$ cat config.mk
export PLATFORM = sky130hd
export DESIGN_NAME = regfile_read_arbiter
export DESIGN_NICKNAME = d
export VERILOG_FILES = /design/src/rtl/regfile_read_arbiter.sv
export SDC_FILE = /design/constraint.sdc
export NUM_CORES = 1
export LEC_CHECK = 0
export ABC_AREA = 1
export CAP_MARGIN = 40
export CELL_PAD_IN_SITES_DETAIL_PLACEMENT = 1
export CELL_PAD_IN_SITES_GLOBAL_PLACEMENT = 1
export CORE_UTILIZATION = 29
export DETAILED_ROUTE_END_ITERATION = 16
export HOLD_SLACK_MARGIN = 0.03
export PLACE_DENSITY_LB_ADDON = 0.1
export RECOVER_POWER = 25
export SETUP_SLACK_MARGIN = 0.2
export SLEW_MARGIN = 20
export SYNTH_ARGS = -nofsm -noshare
export SYNTH_HDL_FRONTEND = slang
export SYNTH_SLANG_ARGS = --single-unit
export TNS_END_PERCENT = 50
$ cat constraint.sdc
create_clock -name clk -period 1.9 [get_ports clk]
set_input_delay 0.38 -clock clk [delete_from_list [all_inputs] [get_ports clk]]
set_output_delay 0.38 -clock clk [all_outputs]
set_load 0.02 [all_outputs]
$ cat src/rtl/regfile_read_arbiter.sv
// Round-robin arbiter sharing one register-file read port among NUM_REQ clients.
// Each transaction takes three cycles: grant/select (READ), capture/respond
// (RESP), then back to IDLE, where the next winner is picked.
module regfile_read_arbiter #(
    parameter int unsigned NUM_REQ = 4,
    parameter int unsigned ADDR_W  = 5,
    parameter int unsigned DATA_W  = 64
) (
    input  logic                        clk,
    input  logic                        reset,
    input  logic [NUM_REQ-1:0]          req,
    input  logic [NUM_REQ*ADDR_W-1:0]   req_addr,
    output logic [NUM_REQ-1:0]          gnt,
    output logic [NUM_REQ-1:0]          rsp_valid,
    output logic [DATA_W-1:0]           rsp_data,
    output logic [ADDR_W-1:0]           rf_read_reg,
    input  logic [DATA_W-1:0]           rf_read_data,
    output logic                        busy
);

    localparam int unsigned PTR_W = (NUM_REQ > 1) ? $clog2(NUM_REQ) : 1;

    typedef enum logic [1:0] {
        ST_IDLE = 2'd0,
        ST_READ = 2'd1,
        ST_RESP = 2'd2
    } state_t;

    state_t              state_q, state_d;
    logic [NUM_REQ-1:0]  gnt_q, gnt_d;
    logic [NUM_REQ-1:0]  rsp_valid_q, rsp_valid_d;
    logic [DATA_W-1:0]   rsp_data_q, rsp_data_d;
    logic [ADDR_W-1:0]   rf_read_reg_q, rf_read_reg_d;
    logic [PTR_W-1:0]    rr_ptr_q, rr_ptr_d;
    logic [PTR_W-1:0]    win_q, win_d;
    logic                busy_q, busy_d;

    logic [ADDR_W-1:0]   addr_arr [NUM_REQ];
    logic [PTR_W-1:0]    win_c;
    logic                win_found_c;
    int unsigned         cand_c;

    // Unpack the flat index bus into one entry per requester.
    for (genvar gi = 0; gi < NUM_REQ; gi++) begin : g_addr
        assign addr_arr[gi] = req_addr[gi*ADDR_W +: ADDR_W];
    end

    // First requester at or after rr_ptr, wrapping modulo NUM_REQ.
    always_comb begin
        win_found_c = 1'b0;
        win_c       = '0;
        cand_c      = 0;
        for (int unsigned k = 0; k < NUM_REQ; k++) begin
            cand_c = (32'(rr_ptr_q) + k) % NUM_REQ;
            if (!win_found_c && req[PTR_W'(cand_c)]) begin
                win_found_c = 1'b1;
                win_c       = PTR_W'(cand_c);
            end
        end
    end

    // Next-state and registered-output logic for the IDLE/READ/RESP sequence.
    always_comb begin
        state_d       = state_q;
        gnt_d         = gnt_q;
        rsp_valid_d   = '0;
        rsp_data_d    = rsp_data_q;
        rf_read_reg_d = rf_read_reg_q;
        rr_ptr_d      = rr_ptr_q;
        win_d         = win_q;

        unique case (state_q)
            ST_IDLE: begin
                if (win_found_c) begin
                    gnt_d         = NUM_REQ'(1) << win_c;
                    rf_read_reg_d = addr_arr[win_c];
                    win_d         = win_c;
                    state_d       = ST_READ;
                end
            end
            ST_READ: begin
                rsp_data_d  = rf_read_data;
                rsp_valid_d = NUM_REQ'(1) << win_q;
                state_d     = ST_RESP;
            end
            ST_RESP: begin
                gnt_d    = '0;
                rr_ptr_d = (win_q == PTR_W'(NUM_REQ - 1)) ? '0 : win_q + PTR_W'(1);
                state_d  = ST_IDLE;
            end
            default: begin
                gnt_d   = '0;
                state_d = ST_IDLE;
            end
        endcase

        busy_d = (state_d != ST_IDLE);
    end

    // State and output registers; reset aborts any transaction in flight.
    always_ff @(posedge clk or negedge reset) begin
        if (!reset) begin
            state_q       <= ST_IDLE;
            gnt_q         <= '0;
            rsp_valid_q   <= '0;
            rsp_data_q    <= '0;
            rf_read_reg_q <= '0;
            rr_ptr_q      <= '0;
            win_q         <= '0;
            busy_q        <= 1'b0;
        end else begin
            state_q       <= state_d;
            gnt_q         <= gnt_d;
            rsp_valid_q   <= rsp_valid_d;
            rsp_data_q    <= rsp_data_d;
            rf_read_reg_q <= rf_read_reg_d;
            rr_ptr_q      <= rr_ptr_d;
            win_q         <= win_d;
            busy_q        <= busy_d;
        end
    end

    assign gnt         = gnt_q;
    assign rsp_valid   = rsp_valid_q;
    assign rsp_data    = rsp_data_q;
    assign rf_read_reg = rf_read_reg_q;
    assign busy        = busy_q;

endmodule

; Word-level counts from Yosys, hierarchy flattened
; Index checks and enable logic that the tools add are counted.
[totals]
ff_bits = 84
output_inout_bits = 78
word_cells = 60
[op_classes]
addsub = 4
n_lt_le_gt_ge = 5
n_eq_ne = 4
n_shift = 2
mux = 25
bitwise = 2
reduce_logical = 10
[ops]
columns = cell, n
row1 = "< comparator 2 x 3 -> 1 bit, second input constant", 4
row2 = two-way mux 2 bit, 6
row3 = binary-select mux 5 bit (select 2 bit), 1
row4 = two-way mux 5 bit, 2
row5 = binary-select mux 1 bit (select 2 bit), 4
row6 = two-way mux 1 bit, 8
row7 = two-way mux 4 bit, 2
row8 = one-hot mux 4 bit (2 select lines), 1
row9 = "left shift 1 x 2 -> 4 bit, first input constant", 2
row10 = "adder 2 x 1 -> 2 bit, second input constant", 2
row11 = "adder 2 bit, second input constant", 2
row12 = "== test 2 bit, second input constant", 2
row13 = one-hot mux 2 bit (2 select lines), 1
row14 = AND reduction 2 bit, 2
row15 = "greater-or-equal comparator 3 bit, second input constant", 1
row16 = logical AND 1 bit, 3
row17 = logical NOT 1 bit, 3
row18 = NOT 2 -> 3 bit, 1
row19 = "== test 2 x 1 -> 1 bit, second input constant", 1
row20 = logical NOT 2 bit, 1
row21 = "inequality test 2 bit, second input constant", 1
row22 = nonzero test 2 bit, 1
row23 = NOT 1 bit, 1

; Logic depth before layout (Yosys ltp)
[logic_depth]
word_depth = 16
ltp_mapped = 17
ltp_nobuf = 15

; Worst setup path before layout
; Ideal clock, no wire load.
[synth_path]
path_type = reg2reg
startpoint = register rr_ptr_q[0]
endpoint = register rf_read_reg_q[0] (netlist: rf_read_reg[0])
arrival_ns = 1.494
t_required_ns = 1.783
setup_slack_ns = 0.289
path_stages_with_launch = 15
n_path_buf = 2
period_less_slack_ns = 1.611
cell_sequence = dfrtp_1 -> buf_6 -> inv_6 -> nand2_1 -> nand3_1 -> nand2_1 -> nor2_4 -> nand3_2 -> buf_2 -> nand4_1 -> nand2_1 -> nand2_1 -> nand2_1 -> nand2_1 -> nand2_1
[synth_between]
elab_chain_cells = 16
elab_cells_between_ends = 30
classes_between = add/sub: 3 / mux: 19 / bitwise: 1 / reduce/logical: 7
[synth_rtl]
columns = item, line_no
row1 = "start, declared", 34  ; logic [PTR_W-1:0] rr_ptr_q, rr_ptr_d;
row2 = "start signal, assigned", 117  ; rr_ptr_q <= rr_ptr_d;
row3 = "parallel branches: the longest is 16 deep, another holds adder 2 x 1 -> 2 bit", --
row4 = "end signal, assigned", 116  ; rf_read_reg_q <= rf_read_reg_d;
row5 = "end, declared", 33  ; logic [ADDR_W-1:0] rf_read_reg_q, rf_read_reg_d;
; Several ways; the timed one is not identified. The select of a mux whose other input is x is not followed.
; A chain may end at the register's enable or synchronous reset.

; Final worst setup path
[layout_path]
startpoint = input req[0]
endpoint = register gnt_q[0] (netlist: gnt[0])
[layout_between]
elab_chain_cells = 15
elab_cells_between_ends = 27
classes_between = eq/ne: 1 / shift: 1 / mux: 18 / reduce/logical: 7
[layout_rtl]
columns = item, line_no
row1 = "start, declared", 11  ; input logic [NUM_REQ-1:0] req,
row2 = binary-select mux 1 bit (select 2 bit), 55  ; if (!win_found_c && req[PTR_W'(cand_c)]) begin
row3 = two-way mux 1 bit (not written as such), 55
row4 = two-way mux 1 bit, 55
row5 = logical NOT 1 bit, 55
row6 = logical AND 1 bit, 55
row7 = two-way mux 1 bit, 55
row8 = logical NOT 1 bit, 55
row9 = logical AND 1 bit, 55
row10 = two-way mux 1 bit, 55
row11 = logical NOT 1 bit, 55
row12 = logical AND 1 bit, 55
row13 = two-way mux 2 bit, 55
row14 = left shift 1 x 2 -> 4 bit, 75  ; gnt_d = NUM_REQ'(1) << win_c;
row15 = two-way mux 4 bit, 74  ; if (win_found_c) begin
row16 = one-hot mux 4 bit (2 select lines), 72  ; unique case (state_q)
row17 = "end signal, assigned", 113  ; gnt_q <= gnt_d;
row18 = "end, declared", 30  ; logic [NUM_REQ-1:0] gnt_q, gnt_d;
; Parallel ways exist; a longest one is shown, timed or not. The select of a mux whose other input is x is not followed.

==> run metrics <==
max reg flops=64; Combinational Power Share=between 50% and 60%; crit path launch type=input pin; clock network power share=between 10% and 20%; unique cell type count in the Yosys netlist=21; largest net degree at the start of global routing=39; P_sw=5.15 mW; overflow left after global routing=0; Async SR Flop Fraction=100%; Layout Area Growth over Synthesis=73.9%; Compound-Gate Fraction of Synth Area=1.68%; VDD IR-drop max=~0.7 mV; dpl hpwl=roughly 8.3 mm; worst path arrival time=between 2 and 2.5 ns; DIE WIDTH=around 110 um; largest family of logic cells by synthesized area=simple AND/OR/NAND/NOR gates; post-synth top area cell=dfrtp_1; switching share of power=around 43%; WL/cell=between 10 and 15 um; worst skew pair latency=around 0.34 ns; final net count=740; Post-Synth Simple-Gate Area=about a third; Final ANT Viol Nets=0; MaxCap Viol Count=0; Rows=40; final slew viol count=0; layout cells sized above 1=~14%; placed cell count=790; final estimated routing congestion in global placement=around 0.76; Starting Density=a little under a third; setup ws final=about 0.025 ns; most common cell in the synthesized netlist=nand2_1; Synth Register Bits=84; WS Path Type=in2reg; total CTS buffers=9; I/O pin count=around 170; Core Region=roughly 12000 um2; WP data required=about 2.1 ns; syn_nets=approximately 550; final non-filler cell total=818; die area=13000 um2; count of input and output buffers=around 170; Clock transition at path regs=0.06 ns; most area-consuming cells after synthesis=dfrtp_1 (58%), nand2_1 (29%), nand4_1 (1.9%), inv_1 (1.8%), nand3_1 (1.5%); remaining design rule violation count=0; Worst Tran Pin Value=0.707 ns; RSZ-0062 raised after global routing=true; Setup Skew=~0.0055 ns; synthesized area per cell=between 8 and 9 um2; setup tns final=0 ns; violation count after the first detailed-route iteration=145; fillers=roughly 1400; Tot GR Track Use=roughly 18%; Worst Hold Path Cells=2; clk sinks=84; vias in the first global route=3726; synth warn=0; Vias/cell=4.44; HP Class=reg2reg; Clock Tree Buf Depth=2; number of cells on the worst reg-to-reg path=12; Power Density=1890 nW/um2; final hold violation count=0; Mapped Area=about 3700 um2; Total Wirelength=11.6 mm; Root Driver=clkbuf_16; Pre-Repair DR Iteration Count=4; routed vias=between 3000 and 4000; final core utilization=about 52%; EDFF count, synth=0; n_diodes=0; slew margin rel.=a little over half; H-Tree Depth=3; Seq pwr share=a little over a quarter; Post-synth top flop=dfrtp_1; Post-Synthesis Cells=between 400 and 500; Final Cycle Share=a little over nine tenths; Die Y=roughly 110 um; Post-Synth XOR/XNOR Area=0%; commonest cells in the synthesized netlist=nand2_1 (279), dfrtp_1 (84), inv_1 (18); antenna violations before repair=0; first-pass GRT wire length=18.2 mm; Max Fclk=roughly 530 MHz; internal power=~7 mW; TritonCTS clock tree=done; crit end category=flip-flop; leak pwr=about 3.8 nW; post-synthesis mux area share=0%; Adder-Cell Fraction of Synth Area=approximately 1.4%; worst-path fanout max=4; final worst path period need=1.87 ns; Place WS=-0.358 ns; total power draw=12.0 mW; area share of the largest cell type after synthesis=a little under three fifths; final setup fails=0; status=complete, no violations; register area share after synthesis=57.6%
repair_timing:
item,CTS,global route
endpoints found under the setup margin,57,69
endpoints found under the hold margin,26,0
resized for setup,41,83
pin swaps,2,7
hold buffers,1,0
cloned,0,1
setup buffers,5,6
metrics by stage:
stage	hold WS, ns	area (um2)
after floorplan	0.0844	3650
after global placement	0.333	5650
after detailed placement	0.335	5650
after CTS	0.470	6080
after global routing	0.485	6350
final	0.462	6350
critical path, cell delays in order:
cell             delay (ns)
clkdlybuf4s50_1        0.48
inv_1                  0.06
nand2_1                0.12
nand3_2                0.11
nand2_4                0.09
nor2_4                 0.05
nand3_4                0.10
buf_6                  0.11
nand2_4                0.04
inv_2                  0.06
nand2_4                0.09
clkbuf_16              0.17
o31ai_1                0.21
power groups by stage:
stage,registers (mW),clock network [mW],logic [mW]
final,3.12,1.90,6.99
after global routing,3.22,2.04,7.69
after CTS,3.15,1.96,6.69
after detailed placement,3.17,0,6.43
after global placement,3.13,0,6.29
after floorplan,4.04,0,2.58
layout make-up:
cell class | count | area (um2) | area share, %
clock buffers | 11 | 253 | 3.98
clock inverters | 4 | 72.6 | 1.14
inverters | 22 | 95.1 | 1.50
multi-input cells | 328 | 1490 | 23.4
flip-flops and latches | 84 | 2100 | 33.1
well taps | 168 | 210 | 3.31
repair buffers | 201 | 2130 | 33.5
final timing paths:
path / slack (ns) / endpoint / from
max in group asynchronous: 0.21 / rsp_data[57] / reset
min: 0.46 / rsp_data[56] / rsp_data[56]
max: 0.03 / gnt[0] / req[0]
max reg2reg: 0.03 / gnt[0] / rr_ptr_q[0]
min reg2reg: 0.46 / rsp_data[56] / rsp_data[56]
min in group asynchronous: 0.63 / rsp_data[23] / reset
cell families after synthesis:
kind of cell / Yosys count
fa+ha+maj: 4
flops: 84
simple gates: 314
buf+inv: 42
compound gates: 10
layout by cell type, fill, tap and decap left out, types with 7 or more instances in the layout:
cell type        Yosys  routed
dfrtp_1             84      82
buf_6                2       8
dlymetal6s2s_1       0      56
nand2_1            279     261
nand2_2              3      17
clkdlybuf4s50_1      0      95
nand3_1             11       7
dlygate4sd2_1        0      15
inv_1               18      15
nand4_1             11      11
clkbuf_16            0      10
buf_4                1      19
routing by layer:
layer | part of all wire (%) | track usage, % | vias to the layer above
met5 | 0 | 0 | -
met2 | 53 | 31.7 | 103
met1 | 39 | 20.0 | 1753
met3 | 7.4 | 7.09 | 9
li1 | - | - | 1771
met4 | 1.0 | 5.45 | 0
Note: power is estimated with default switching activity, not from simulation.
